`src/rtl/texture_load_sequencer_if.sv`:
```
// Command, upstream/downstream AXIS and texel-read arbitration signals of the texture load sequencer.
// The slave modport is the sequencer; the master modport is its environment.
interface texture_load_sequencer_if #(
   parameter int STREAM_WIDTH   = 32,
   parameter int BEAT_CNT_WIDTH = 16
);
   logic                      cmd_valid;
   logic                      cmd_ready;
   logic [BEAT_CNT_WIDTH-1:0] cmd_beats;
   logic                      s_axis_tvalid;
   logic                      s_axis_tready;
   logic                      s_axis_tlast;
   logic [STREAM_WIDTH-1:0]   s_axis_tdata;
   logic                      m_axis_tvalid;
   logic                      m_axis_tready;
   logic                      m_axis_tlast;
   logic [STREAM_WIDTH-1:0]   m_axis_tdata;
   logic                      rd_req;
   logic                      rd_grant;
   logic                      texture_valid;
   logic                      load_done;
   logic                      load_err;

   modport master (
      output cmd_valid, cmd_beats, s_axis_tvalid, s_axis_tlast, s_axis_tdata, m_axis_tready, rd_req,
      input  cmd_ready, s_axis_tready, m_axis_tvalid, m_axis_tlast, m_axis_tdata, rd_grant,
             texture_valid, load_done, load_err
   );

   modport slave (
      input  cmd_valid, cmd_beats, s_axis_tvalid, s_axis_tlast, s_axis_tdata, m_axis_tready, rd_req,
      output cmd_ready, s_axis_tready, m_axis_tvalid, m_axis_tlast, m_axis_tdata, rd_grant,
             texture_valid, load_done, load_err
   );
endinterface

```
`src/rtl/texture_load_sequencer.sv`:
```
// Texture upload sequencer: blocks texel reads, drains in-flight reads for READ_LATENCY cycles,
// then forwards a counted AXIS burst into the texture buffer with a counter-generated tlast.
module texture_load_sequencer #(
   parameter int STREAM_WIDTH   = 32,
   parameter int BEAT_CNT_WIDTH = 16,
   parameter int READ_LATENCY   = 2
) (
   input  logic                    aclk,
   input  logic                    resetn,
   texture_load_sequencer_if.slave bus
);
   localparam int DW = (READ_LATENCY < 1) ? 1 : $clog2(READ_LATENCY + 1);

   typedef enum logic [1:0] {IDLE, DRAIN, STREAM} state_t;

   state_t                    state_q, state_d;
   logic [BEAT_CNT_WIDTH-1:0] beats_q, beats_d;
   logic [DW-1:0]             drain_q, drain_d;
   logic                      tex_valid_q, tex_valid_d;
   logic                      done_q, done_d;
   logic                      err_q, err_d;
   logic                      beat;

   assign bus.m_axis_tdata  = bus.s_axis_tdata;
   assign bus.texture_valid = tex_valid_q;
   assign bus.load_done     = done_q;
   assign bus.load_err      = err_q;

   always_ff @(posedge aclk or negedge resetn) begin
      if (!resetn) begin
         state_q     <= IDLE;
         beats_q     <= '0;
         drain_q     <= '0;
         tex_valid_q <= 1'b0;
         done_q      <= 1'b0;
         err_q       <= 1'b0;
      end else begin
         state_q     <= state_d;
         beats_q     <= beats_d;
         drain_q     <= drain_d;
         tex_valid_q <= tex_valid_d;
         done_q      <= done_d;
         err_q       <= err_d;
      end
   end

   always_comb begin
      state_d           = state_q;
      beats_d           = beats_q;
      drain_d           = drain_q;
      tex_valid_d       = tex_valid_q;
      done_d            = 1'b0;
      err_d             = 1'b0;
      beat              = 1'b0;
      bus.cmd_ready     = 1'b0;
      bus.rd_grant      = 1'b0;
      bus.s_axis_tready = 1'b0;
      bus.m_axis_tvalid = 1'b0;
      bus.m_axis_tlast  = 1'b0;

      case (state_q)
         IDLE: begin
            bus.cmd_ready = 1'b1;
            // A pending command wins over a texel read in the same cycle.
            bus.rd_grant  = bus.rd_req && tex_valid_q && !bus.cmd_valid;
            if (bus.cmd_valid) begin
               tex_valid_d = 1'b0;
               beats_d     = bus.cmd_beats;
               if (bus.cmd_beats == '0) begin
                  done_d = 1'b1;
               end else begin
                  drain_d = DW'(READ_LATENCY);
                  state_d = DRAIN;
               end
            end
         end
         DRAIN: begin
            if (drain_q <= DW'(1)) begin
               drain_d = '0;
               state_d = STREAM;
            end else begin
               drain_d = drain_q - DW'(1);
            end
         end
         STREAM: begin
            bus.m_axis_tvalid = bus.s_axis_tvalid;
            bus.s_axis_tready = bus.m_axis_tready;
            bus.m_axis_tlast  = (beats_q == BEAT_CNT_WIDTH'(1)) || bus.s_axis_tlast;
            beat              = bus.s_axis_tvalid && bus.m_axis_tready;
            if (beat) begin
               beats_d = beats_q - BEAT_CNT_WIDTH'(1);
               if (beats_q == BEAT_CNT_WIDTH'(1)) begin
                  state_d     = IDLE;
                  tex_valid_d = 1'b1;
                  done_d      = 1'b1;
               end else if (bus.s_axis_tlast) begin
                  // Early upstream tlast: the forwarded tlast rewinds the buffer, texture stays invalid.
                  state_d = IDLE;
                  err_d   = 1'b1;
               end
            end
         end
         default: state_d = IDLE;
      endcase
   end
endmodule

```
`src/flat_wrapper.sv`:
```
// flat-port wrapper written by rule: the top's interface ports become plain ports
module texture_load_sequencer_flat 
#(
   parameter int STREAM_WIDTH   = 32,
   parameter int BEAT_CNT_WIDTH = 16,
   parameter int READ_LATENCY   = 2
)
  (aclk, resetn, bus_cmd_valid, bus_cmd_beats, bus_s_axis_tvalid, bus_s_axis_tlast, bus_s_axis_tdata, bus_m_axis_tready, bus_rd_req, bus_cmd_ready, bus_s_axis_tready, bus_m_axis_tvalid, bus_m_axis_tlast, bus_m_axis_tdata, bus_rd_grant, bus_texture_valid, bus_load_done, bus_load_err);
  texture_load_sequencer_if #(.STREAM_WIDTH(STREAM_WIDTH), .BEAT_CNT_WIDTH(BEAT_CNT_WIDTH)) bus_i ();
  input  logic aclk;
  input  logic resetn;
  input wire logic [$bits(bus_i.cmd_valid)-1:0] bus_cmd_valid;
  input wire logic [$bits(bus_i.cmd_beats)-1:0] bus_cmd_beats;
  input wire logic [$bits(bus_i.s_axis_tvalid)-1:0] bus_s_axis_tvalid;
  input wire logic [$bits(bus_i.s_axis_tlast)-1:0] bus_s_axis_tlast;
  input wire logic [$bits(bus_i.s_axis_tdata)-1:0] bus_s_axis_tdata;
  input wire logic [$bits(bus_i.m_axis_tready)-1:0] bus_m_axis_tready;
  input wire logic [$bits(bus_i.rd_req)-1:0] bus_rd_req;
  output wire logic [$bits(bus_i.cmd_ready)-1:0] bus_cmd_ready;
  output wire logic [$bits(bus_i.s_axis_tready)-1:0] bus_s_axis_tready;
  output wire logic [$bits(bus_i.m_axis_tvalid)-1:0] bus_m_axis_tvalid;
  output wire logic [$bits(bus_i.m_axis_tlast)-1:0] bus_m_axis_tlast;
  output wire logic [$bits(bus_i.m_axis_tdata)-1:0] bus_m_axis_tdata;
  output wire logic [$bits(bus_i.rd_grant)-1:0] bus_rd_grant;
  output wire logic [$bits(bus_i.texture_valid)-1:0] bus_texture_valid;
  output wire logic [$bits(bus_i.load_done)-1:0] bus_load_done;
  output wire logic [$bits(bus_i.load_err)-1:0] bus_load_err;
  assign bus_i.cmd_valid = bus_cmd_valid;
  assign bus_i.cmd_beats = bus_cmd_beats;
  assign bus_i.s_axis_tvalid = bus_s_axis_tvalid;
  assign bus_i.s_axis_tlast = bus_s_axis_tlast;
  assign bus_i.s_axis_tdata = bus_s_axis_tdata;
  assign bus_i.m_axis_tready = bus_m_axis_tready;
  assign bus_i.rd_req = bus_rd_req;
  assign bus_cmd_ready = bus_i.cmd_ready;
  assign bus_s_axis_tready = bus_i.s_axis_tready;
  assign bus_m_axis_tvalid = bus_i.m_axis_tvalid;
  assign bus_m_axis_tlast = bus_i.m_axis_tlast;
  assign bus_m_axis_tdata = bus_i.m_axis_tdata;
  assign bus_rd_grant = bus_i.rd_grant;
  assign bus_texture_valid = bus_i.texture_valid;
  assign bus_load_done = bus_i.load_done;
  assign bus_load_err = bus_i.load_err;
  texture_load_sequencer #(.STREAM_WIDTH(STREAM_WIDTH), .BEAT_CNT_WIDTH(BEAT_CNT_WIDTH), .READ_LATENCY(READ_LATENCY)) u_core (.aclk(aclk), .resetn(resetn), .bus(bus_i));
endmodule
```
`config.mk`:
```
export PLATFORM = sky130hd
export DESIGN_NAME = texture_load_sequencer_flat
export DESIGN_NICKNAME = d
export VERILOG_FILES = /design/src/rtl/texture_load_sequencer_if.sv /design/src/rtl/texture_load_sequencer.sv /design/src/flat_wrapper.sv
export SDC_FILE = /design/constraint.sdc
export NUM_CORES = 1
export LEC_CHECK = 0
export BUFFER_PORTS_ARGS = -buffer_cell sky130_fd_sc_hd__buf_2
export CELL_PAD_IN_SITES_DETAIL_PLACEMENT = 1
export CELL_PAD_IN_SITES_GLOBAL_PLACEMENT = 1
export CORE_ASPECT_RATIO = 1.4
export CORE_MARGIN = 3
export CORE_UTILIZATION = 35
export CTS_BUF_LIST = sky130_fd_sc_hd__clkbuf_8
export DETAILED_ROUTE_END_ITERATION = 6
export HOLD_SLACK_MARGIN = 0.15
export PLACE_DENSITY_LB_ADDON = 0.1
export SLEW_MARGIN = 0
export SYNTH_ARGS = -nofsm -noshare
export SYNTH_HDL_FRONTEND = slang
export SYNTH_SLANG_ARGS = --single-unit
```
`constraint.sdc`:
```
create_clock -name aclk -period 5 [get_ports aclk]
set_input_delay 0.25 -clock aclk [delete_from_list [all_inputs] [get_ports aclk]]
set_output_delay 0.25 -clock aclk [all_outputs]
set_load 0.02 [all_outputs]
```
==> results of run 1 <==
## registers in the layout (all words and copies together) (netlist names)
signal / flops
u_core.beats_q: 16
u_core.drain_q: 2
u_core.state_q: 2
u_core.bus.load_done: 1
u_core.bus.load_err: 1
u_core.bus.texture_valid: 1
## Yosys cell counts, types with 2 or more instances
library cell,n,area [um^2]
buf_6,2,22.5
nand4_1,4,25.0
nand2_1,8,30.0
o22a_1,3,26.3
buf_2,5,25.0
o31ai_1,2,15.0
o21ai_0,4,20.0
a21oi_1,12,60.1
buf_4,33,248
ha_1,2,25.0
inv_1,7,26.3
nor4_4,3,63.8
nor4_1,3,18.8
clkbuf_1,3,11.3
o32ai_1,2,17.5
o22ai_1,6,37.5
nor2_1,17,63.8
nand3_1,5,25.0
a2bb2oi_1,5,43.8
nor3_1,5,25.0
and2_1,5,31.3
nor3b_1,2,15.0
and3_1,3,18.8
a21oi_2,4,35.0
dfrtp_1,23,576
o21ai_1,13,65.1
a41oi_1,3,26.3
## cell type report
cell class | instances | area, um^2
clock inverters | 1 | 3.75
flip-flops and latches | 23 | 576
repair buffers | 31 | 160
multi-input cells | 129 | 865
well taps | 64 | 80.1
clock buffers | 3 | 41.3
inverters | 7 | 26.3
fillers | 598 | 3130
## worst max-delay path by stage
stage / start / end / slack [ns] / cells past startpoint
4_1_cts: u_core.state_q[1] / bus_s_axis_tready / 2.58 / 3
5_1_grt: u_core.state_q[1] / bus_s_axis_tready / 2.42 / 3
2_1_floorplan: u_core.beats_q[4] / bus_m_axis_tlast / 3.31 / 4
3_3_place_gp: u_core.state_q[1] / u_core.beats_q[13] / 2.81 / 4
6_report: u_core.state_q[1] / bus_s_axis_tready / 2.57 / 3
3_5_place_dp: u_core.state_q[1] / u_core.beats_q[13] / 2.70 / 4
## through the flow
step / area [um^2] / hold WS (ns)
after global placement: 1700 / 0.281
after global routing: 1750 / 0.271
after detailed placement: 1700 / 0.283
after floorplan: 1770 / -0.0456
after CTS: 1750 / 0.252
final: 1750 / 0.249
## cell usage in the layout (no fill, tap or decap), types with 3 or more instances in the layout
master	n
buf_2	30
dfrtp_1	23
nor2_1	17
o21ai_1	13
a21oi_1	12
inv_1	8
nand2_1	8
o22ai_1	6
nor3_1	5
nand3_1	5
and2_1	5
a2bb2oi_1	5
nand4_1	4
a21oi_2	4
o21ai_0	4
nor4_1	3
nor4_4	3
and3_1	3
a41oi_1	3
o22a_1	3
clkbuf_8	3
## logic make-up (layout without fill, tap and decap cells)
group / Yosys count / count (layout) / synth area share, %
AO/OA/AOI/OAI: 62 / 62 / 24.2
AND/OR/NAND/NOR: 65 / 65 / 23.1
flip-flops: 23 / 23 / 32.5
buffers and inverters: 50 / 42 / 18.8
adder cells (fa/ha/maj): 2 / 2 / 1.41
## power by group through the flow
stage	Clock, uW	Combinational, uW	Sequential, uW
after global routing	130	484	408
after detailed placement	0	439	396
final	121	434	392
after floorplan	0	405	355
after global placement	0	428	390
after CTS	122	441	392
## critical path: stages (launching register included)
cell     delay, ns
dfrtp_1       0.49
nor2b_2       1.02
and2_1        0.23
buf_2         0.16
## metal layers
| metal | part of all wire, % | wire length [um] | vias up | global-route usage [%] |
|---|---|---|---|---|
| li1 | - | - | 687 | - |
| met1 | 42 | 2040 | 727 | 19.8 |
| met2 | 51 | 2480 | 72 | 27.9 |
| met3 | 6.1 | 298 | 4 | 4.75 |
| met4 | 1.3 | 63 | 0 | 4.92 |
| met5 | 0 | 0 | - | 0 |
## repair_timing
action / in CTS / in global routing
setup endpoints to repair: 0 / 0
endpoints found under the hold margin: 23 / 0
setup buffers: 0 / 0
hold buffers: 1 / 0
==> flow_summary.yaml, run 1 <==
cts:
  clock_latency_ns: 0.27
  clkTransAtPathRegs_ns: 0.09
  cts-resized-gates: 0
  clk_path_buf_depth: 2
  cts_buffers: 3
  cts.htree.levels: 1
  cts_tree: "yes"
  cts_root_buf: "clkbuf_8"
  clock-sinks: 23
pwr:
  swShare_pct: 47.6
  p_seq_share_pct: 41.4
  clock_power_share_pct: 12.8
  power_uw: 947
  p_per_area_mw_per_mm2: 540
  p_switching_uw: 451
  p_leak_uw: 0.000715
  power_frac_comb_pct: 45.8
  ir_drop_uv: 196
  internal-power_uw: 496
sta:
  slew_headroom_pct: 17.9
  rsz0062_at_grt: "no"
  fmax_ghz: 0.412
  post-route-period-util_pct: 48.5
  final_max_slew_viol_count: 0
  fin_tns_setup_ns: 0
  hold_viol: 0
  setup_viol: 0
  worst_slack_ns: 2.57
  period_minus_slack_ns: 2.43
  worst_pin_slew_ns: 1.23
  finClkSkew_ns: 0.00395
detailed_routing:
  drtIter0Drc: 38
  via_per_inst: 5.78
  remaining_drc_errors: 0
  route.detailed.wl_per_inst_um: 18.9
  antenna_left: 0
  vias: 1490
  drt_wl_total_um: 4880
  firstDrtPassIters: 4
job:
  maxCapViolations: 0
cells_and_area:
  layout.nets: 252
  antenna_cells: 0
  final_cells: 258
  drive_gt1_share_pct: 24.7
  area_growth_pct: -1.06
  final_core_util_pct: 35.9
yosys:
  syn_nets: 259
  yosysWarnings: 0
  syn_area_per_cell_um2: 8.76
  synth_flop_cell: "dfrtp_1"
  yosysUniqueCellTypes: 45
  synth_edf_count: 0
  synth-seq-cells: 23
  postSynth.asyncResetShare_pct: 100
  syn_area_mm2: 0.00177
  yosysSeqAreaShare_pct: 32.5
  syn_inst: 202
setup_path:
  worstSetupEndpointType: "primary output"
  path_max_fanout: 30
  regToRegEndpoint: "u_core.beats_q[13]"
  cp.arrival_ns: 2.18
  start_kind: "flip-flop"
  rr_worst_depth: 4
  critical_path_class: "reg -> out"
  crit_required_ns: 4.75
  rr_startpoint: "u_core.state_q[1]"
  ff2ff_setup_slack_ns: 2.65
floorplanning:
  fp-row-count: 30
  pin_count: 95
  start_util_pct: 36.3
  die_h_um: 90.2
  die_x_um: 66.1
  core_area_mm2: 0.00488
  fp.dieArea_mm2: 0.00596
worst_hold_path:
  hold_path_startpoint: "bus_s_axis_tlast"
  hold_class: "in -> reg"
  hold_path_end: "u_core.bus.load_err"
  min_path_cells: 2
placement:
  io_buffers: 30
  finalWeightedCongestion: 0.776
  dp_slack_ns: 2.70
  place_hpwl_um: 3610
  dp_cells: 253
global_route:
  grt_antenna_before_repair: 0
  grt_pass1_vias: 1535
  grt_max_degree: 31
  track_usage_pct: 16.5
  grt_pass1_wl_um: 7740
  overflow: 0
outcome:
  status: "finished, final reports clean"
No activity file was read; power rests on OpenSTA's default activity.
==> run 2, diff against run 1 <==
--- a/config.mk
+++ b/config.mk
@@ -10,7 +10,7 @@
 export CELL_PAD_IN_SITES_GLOBAL_PLACEMENT = 1
 export CORE_ASPECT_RATIO = 1.4
 export CORE_MARGIN = 3
-export CORE_UTILIZATION = 35
+export CORE_UTILIZATION = 33
 export CTS_BUF_LIST = sky130_fd_sc_hd__clkbuf_8
 export DETAILED_ROUTE_END_ITERATION = 6
 export HOLD_SLACK_MARGIN = 0.15
==> constraint.sdc (replaced) <==
create_clock -name aclk -period 2.3 [get_ports aclk]
set_input_delay 0.115 -clock aclk [delete_from_list [all_inputs] [get_ports aclk]]
set_output_delay 0.115 -clock aclk [all_outputs]
set_load 0.02 [all_outputs]
==> run 2 against run 1 <==
Net effect:
- clock power grew 110%
- power grew 130%
- clock-buffer cell count did not move
- utilization increased by 0.72 points
- largest power group unchanged
- via count increased by 2.8%
==> flow_summary.yaml, run 2 (synthesis results as in run 1) <==
outcome:
  status: "finished, final reports clean"
setup_path:
  critical_path_class: "reg -> out"
  path_max_fanout: 9
  start_kind: "flip-flop"
  crit_required_ns: 2.18
  worstSetupEndpointType: "primary output"
  cp.arrival_ns: 1.92
cells_and_area:
  mostFrequentLayoutCell: "buf_2"
  largest_register_ffs: 16
  top_regs: "u_core.beats_q (16), u_core.drain_q (2), u_core.state_q (2)"
  multi_input_area_um2: 865
  layout.nets: 263
  final_cells: 269
  area_growth_pct: 4.03
  regMostFlops: "u_core.beats_q"
  drive_gt1_share_pct: 27.3
  final_cell_mix: "buf_2, dfrtp_1, nor2_1, o21ai_1, a21oi_1"
  fillers: 607
  antenna_cells: 0
  ff_latch_area_um2: 576
pwr:
  ir_drop_uv: 317
  internal-power_uw: 1150
  swShare_pct: 46.3
  p_switching_uw: 988
  p_seq_share_pct: 39.4
  p_leak_uw: 0.000767
  power_frac_comb_pct: 48.7
  clock_power_share_pct: 11.9
  p_per_area_mw_per_mm2: 1160
sta:
  timing.hold.ws_ns: 0.161
  final_max_slew_viol_count: 0
  finClkSkew_ns: 0.00377
  fmax_ghz: 0.490
  slew_headroom_pct: 61.2
  period_minus_slack_ns: 2.04
  worst_slack_ns: 0.261
  setup_viol: 0
  post-route-period-util_pct: 88.7
  fin_tns_setup_ns: 0
  worst_pin_slew_ns: 0.582
  rsz0062_at_grt: "no"
  hold_viol: 0
cts:
  cts_root_buf: "clkbuf_8"
  cts_tree: "yes"
  postCtsSetupRepairBufs: 0
  clkTransAtPathRegs_ns: 0.09
  cts_buffers: 3
  clock_latency_ns: 0.27
  clock-sinks: 23
  clk_path_buf_depth: 2
  cts.htree.levels: 1
global_route:
  grt_antenna_before_repair: 0
  overflow: 0
  track_usage_pct: 16.9
  grt_max_degree: 24
  grt_pass1_wl_um: 8290
  grt_pass1_vias: 1677
detailed_routing:
  remaining_drc_errors: 0
  route.detailed.wl_per_inst_um: 18.7
  antenna_left: 0
  via_per_inst: 5.70
  firstDrtPassIters: 4
  drtIter0Drc: 68
  vias: 1532
  drt_wl_total_um: 5030
worst_hold_path:
  hold_class: "in -> reg"
floorplanning:
  core_area_mm2: 0.00503
  pin_count: 95
  fp-row-count: 30
  die_x_um: 67.9
  fp.dieArea_mm2: 0.00629
  start_util_pct: 35.2
  die_h_um: 92.7
placement:
  finalWeightedCongestion: 0.737
  place_hpwl_um: 3920
  dp_cells: 261
  dp_slack_ns: 0.466
  io_buffers: 30
job:
  maxCapViolations: 0
run 2: changes by cell type in the layout (fill, tap and decap cells not counted), sizes merged:
cell	change
dlygate4sd3	+3
buf	+8
run 2: path summary, 6_finish.rpt:
check                                        from                    to  slack [ns]  cells after the start
min in group asynchronous                  resetn     u_core.drain_q[1]        0.37                      2
worst max-delay path            u_core.beats_q[4]      bus_m_axis_tlast        0.26                      4
worst min register to register  u_core.drain_q[1]     u_core.state_q[1]        0.48                      1
worst min-delay path             bus_cmd_beats[3]     u_core.beats_q[3]        0.16                      3
worst max register to register  u_core.beats_q[4]  u_core.bus.load_done        0.42                      4
max in group asynchronous                  resetn     u_core.beats_q[0]        1.54                      2
run 2: what timing repair did:
action | 4_1_cts | 5_1_grt
endpoints found under the hold margin | 26 | 0
hold buffers | 4 | 0
resized for setup | 0 | 0
run 2: metrics by stage:
stage | instance area [um^2] | power [uW] | utilization (%)
3_5_place_dp | 1760 | 1900 | 34.9
6_report | 1840 | 2130 | 36.6
4_1_cts | 1840 | 2170 | 36.6
5_1_grt | 1840 | 2320 | 36.6
3_3_place_gp | 1760 | 1860 | 34.9
2_1_floorplan | 1770 | 1650 | -
run 2: cell type report:
type / instances / area share, %
clock buffers: 3 / 2.24
clock inverters: 1 / 0.204
inverters: 7 / 1.43
multi-input cells: 129 / 46.9
flip-flops and latches: 23 / 31.2
well taps: 64 / 4.35
repair buffers: 42 / 13.6
run 2: worst max-delay path: stages, from the launching register on:
cell,delay (ns)
dfrtp_1,0.48
nor4_4,0.58
a41oi_1,0.27
nor2_1,0.15
buf_2,0.18
run 2: layer usage:
| metal | vias to the layer above | part of all wire [%] | GRT usage [%] |
|---|---|---|---|
| li1 | 710 | - | - |
| met3 | 7 | 5.9 | 4.00 |
| met2 | 63 | 51 | 29.7 |
| met1 | 752 | 42 | 19.9 |
| met5 | - | 0 | 0 |
| met4 | 0 | 1.4 | 4.48 |
run 2: power groups by stage:
stage               clock network [uW]  registers, uW  logic, uW
floorplan                            0            773        881
global placement                     0            833       1020
detailed placement                   0            851       1050
CTS                                270            841       1060
global route                       283            881       1160
finish                             255            841       1040
==> run 3, diff against run 2 <==
--- a/config.mk
+++ b/config.mk
@@ -12,6 +12,7 @@
 export CORE_MARGIN = 3
 export CORE_UTILIZATION = 33
 export CTS_BUF_LIST = sky130_fd_sc_hd__clkbuf_8
+export CTS_CLUSTER_DIAMETER = 200
 export DETAILED_ROUTE_END_ITERATION = 6
 export HOLD_SLACK_MARGIN = 0.15
 export PLACE_DENSITY_LB_ADDON = 0.1
==> constraint.sdc (replaced) <==
create_clock -name aclk -period 2.3 [get_ports aclk]
set_input_delay 0.115 -clock aclk [delete_from_list [all_inputs] [get_ports aclk]]
set_output_delay 0.115 -clock aclk [all_outputs]
set_load 0.01 [all_outputs]
==> run 3 against run 2 <==
Net effect:
- critical path depth did not move
- power increased by 0.71%
- via count fell by 0.20%
- register-to-register slack barely moved
- non-clock buffer count increased by 1
- highest routed layer unchanged
==> flow_summary.yaml, run 3 (synthesis results as in run 1) <==
setup_path:
  crit_chain: "nor4_4 -> a41oi_1 -> nor2_1 -> buf_2"
  ff2ff_setup_slack_ns: 0.41
  worstSetupEndpointType: "primary output"
  critical_path_class: "reg -> out"
  critPathBufInv: 1
  crit_required_ns: 2.18
  critPathMaxStageDelay_ns: 0.57
  critPathTopFamily: "simple AND/OR/NAND/NOR gates"
  path_max_fanout: 9
  start_kind: "flip-flop"
  worst_path_max_delay_cell: "nor4_4"
  cp.arrival_ns: 1.87
cells_and_area:
  final_cell_mix: "buf_2, dfrtp_1, nor2_1, o21ai_1, a21oi_1"
  top_regs: "u_core.beats_q (16), u_core.drain_q (2), u_core.state_q (2)"
  fillers: 612
  mostFrequentLayoutCell: "buf_2"
  layout.nets: 264
  antenna_cells: 0
  ff_latch_area_um2: 576
  regMostFlops: "u_core.beats_q"
  largest_register_ffs: 16
  drive_gt1_share_pct: 27.7
  area_growth_pct: 4.45
  multi_input_area_um2: 865
  final_core_util_pct: 36.8
pwr:
  p_seq_share_pct: 39.3
  power_uw: 2150
  p_leak_uw: 0.000773
  clock_power_share_pct: 12.2
  power_frac_comb_pct: 48.5
  swShare_pct: 46.4
  ir_drop_uv: 426
  p_switching_uw: 998
  internal-power_uw: 1150
  p_per_area_mw_per_mm2: 1160
floorplanning:
  die_x_um: 67.9
  fp-row-count: 30
  core_area_mm2: 0.00503
  start_util_pct: 35.2
  pin_count: 95
  fp.dieArea_mm2: 0.00629
  die_h_um: 92.7
cts:
  cts_tree: "yes"
  clock_latency_ns: 0.27
  clkTransAtPathRegs_ns: 0.09
  cts.htree.levels: 1
  cts_root_buf: "clkbuf_8"
  clk_path_buf_depth: 2
  cts_buffers: 3
  cts-resized-gates: 0
  clock-sinks: 23
detailed_routing:
  via_per_inst: 5.66
  drt_wl_total_um: 5230
  firstDrtPassIters: 4
  drtIter0Drc: 33
  vias: 1529
  route.detailed.wl_per_inst_um: 19.4
  antenna_left: 0
  remaining_drc_errors: 0
job:
  maxCapViolations: 0
global_route:
  grt_max_degree: 24
  grt_pass1_wl_um: 8380
  grt_antenna_before_repair: 0
  overflow: 0
  grt_pass1_vias: 1623
  track_usage_pct: 17.2
sta:
  slew_headroom_pct: 61.7
  period_minus_slack_ns: 1.99
  fin_tns_setup_ns: 0
  hold_viol: 0
  setup_viol: 0
  fmax_ghz: 0.503
  rsz0062_at_grt: "no"
  worst_pin_slew_ns: 0.575
  finClkSkew_ns: 0.00232
  post-route-period-util_pct: 86.5
  final_max_slew_viol_count: 0
placement:
  place_hpwl_um: 3980
  finalWeightedCongestion: 0.742
  io_buffers: 30
outcome:
  status: "finished, final reports clean"
worst_hold_path:
  hold_class: "in -> reg"
==> run 3: power groups by stage <==
stage | clock network (uW) | logic, uW | registers, uW
after floorplan | 0 | 842 | 772
after global placement | 0 | 1020 | 833
after detailed placement | 0 | 1050 | 850
after CTS | 274 | 1060 | 842
after global routing | 291 | 1170 | 876
final | 262 | 1040 | 846
==> run 3: worst paths after layout <==
path                                    from  cells past startpoint              endpoint
setup / recovery           u_core.beats_q[4]                      4      bus_m_axis_tlast
hold / removal              bus_cmd_beats[3]                      3     u_core.beats_q[3]
setup reg to reg           u_core.beats_q[4]                      4  u_core.bus.load_done
hold reg to reg            u_core.drain_q[1]                      1     u_core.state_q[1]
max in group asynchronous             resetn                      2    u_core.beats_q[14]
min in group asynchronous             resetn                      2     u_core.state_q[1]
==> run 3: per-layer routing <==
metal | vias to the layer above | wire length, um | part of all wire (%) | global-route usage (%)
li1 | 710 | - | - | -
met1 | 761 | 2240 | 43 | 21.2
met2 | 56 | 2690 | 51 | 30.2
met3 | 2 | 276 | 5.3 | 3.76
met4 | 0 | 18 | 0.34 | 2.99
met5 | - | 0 | 0 | 0
==> run 3: repair_timing <==
item | in CTS | in global routing
buffers inserted | 0 | 0
setup endpoints to repair | 0 | 0
hold buffers | 4 | 0
hold endpoints to repair | 26 | 0
==> run 3: layout make-up <==
| type | count | share of cell area [%] |
|---|---|---|
| Clock buffer | 3 | 2.23 |
| Clock inverter | 1 | 0.203 |
| Inverter | 7 | 1.42 |
| Multi-Input combinational cell | 129 | 46.8 |
| Sequential cell | 23 | 31.1 |
| Tap cell | 64 | 4.33 |
| Timing Repair Buffer | 43 | 13.9 |
==> run 3: stage by stage <==
stage               std cells  setup slack (ns)  hold WS, ns  cell area [um^2]
finish                    270             0.310        0.161              1850
global route              270             0.165        0.160              1850
CTS                       270             0.302        0.151              1850
detailed placement        262             0.460        0.147              1760
global placement          262             0.508        0.150              1760
floorplan                 202             0.635       -0.181              1770
==> run 3: worst reg2reg max path, cell delays in order (launching register included) <==
cell and delay, ns:
dfrtp_1 0.49, nor4_4 0.58, nand4_2 0.22, or3_1 0.39, a21oi_1 0.14
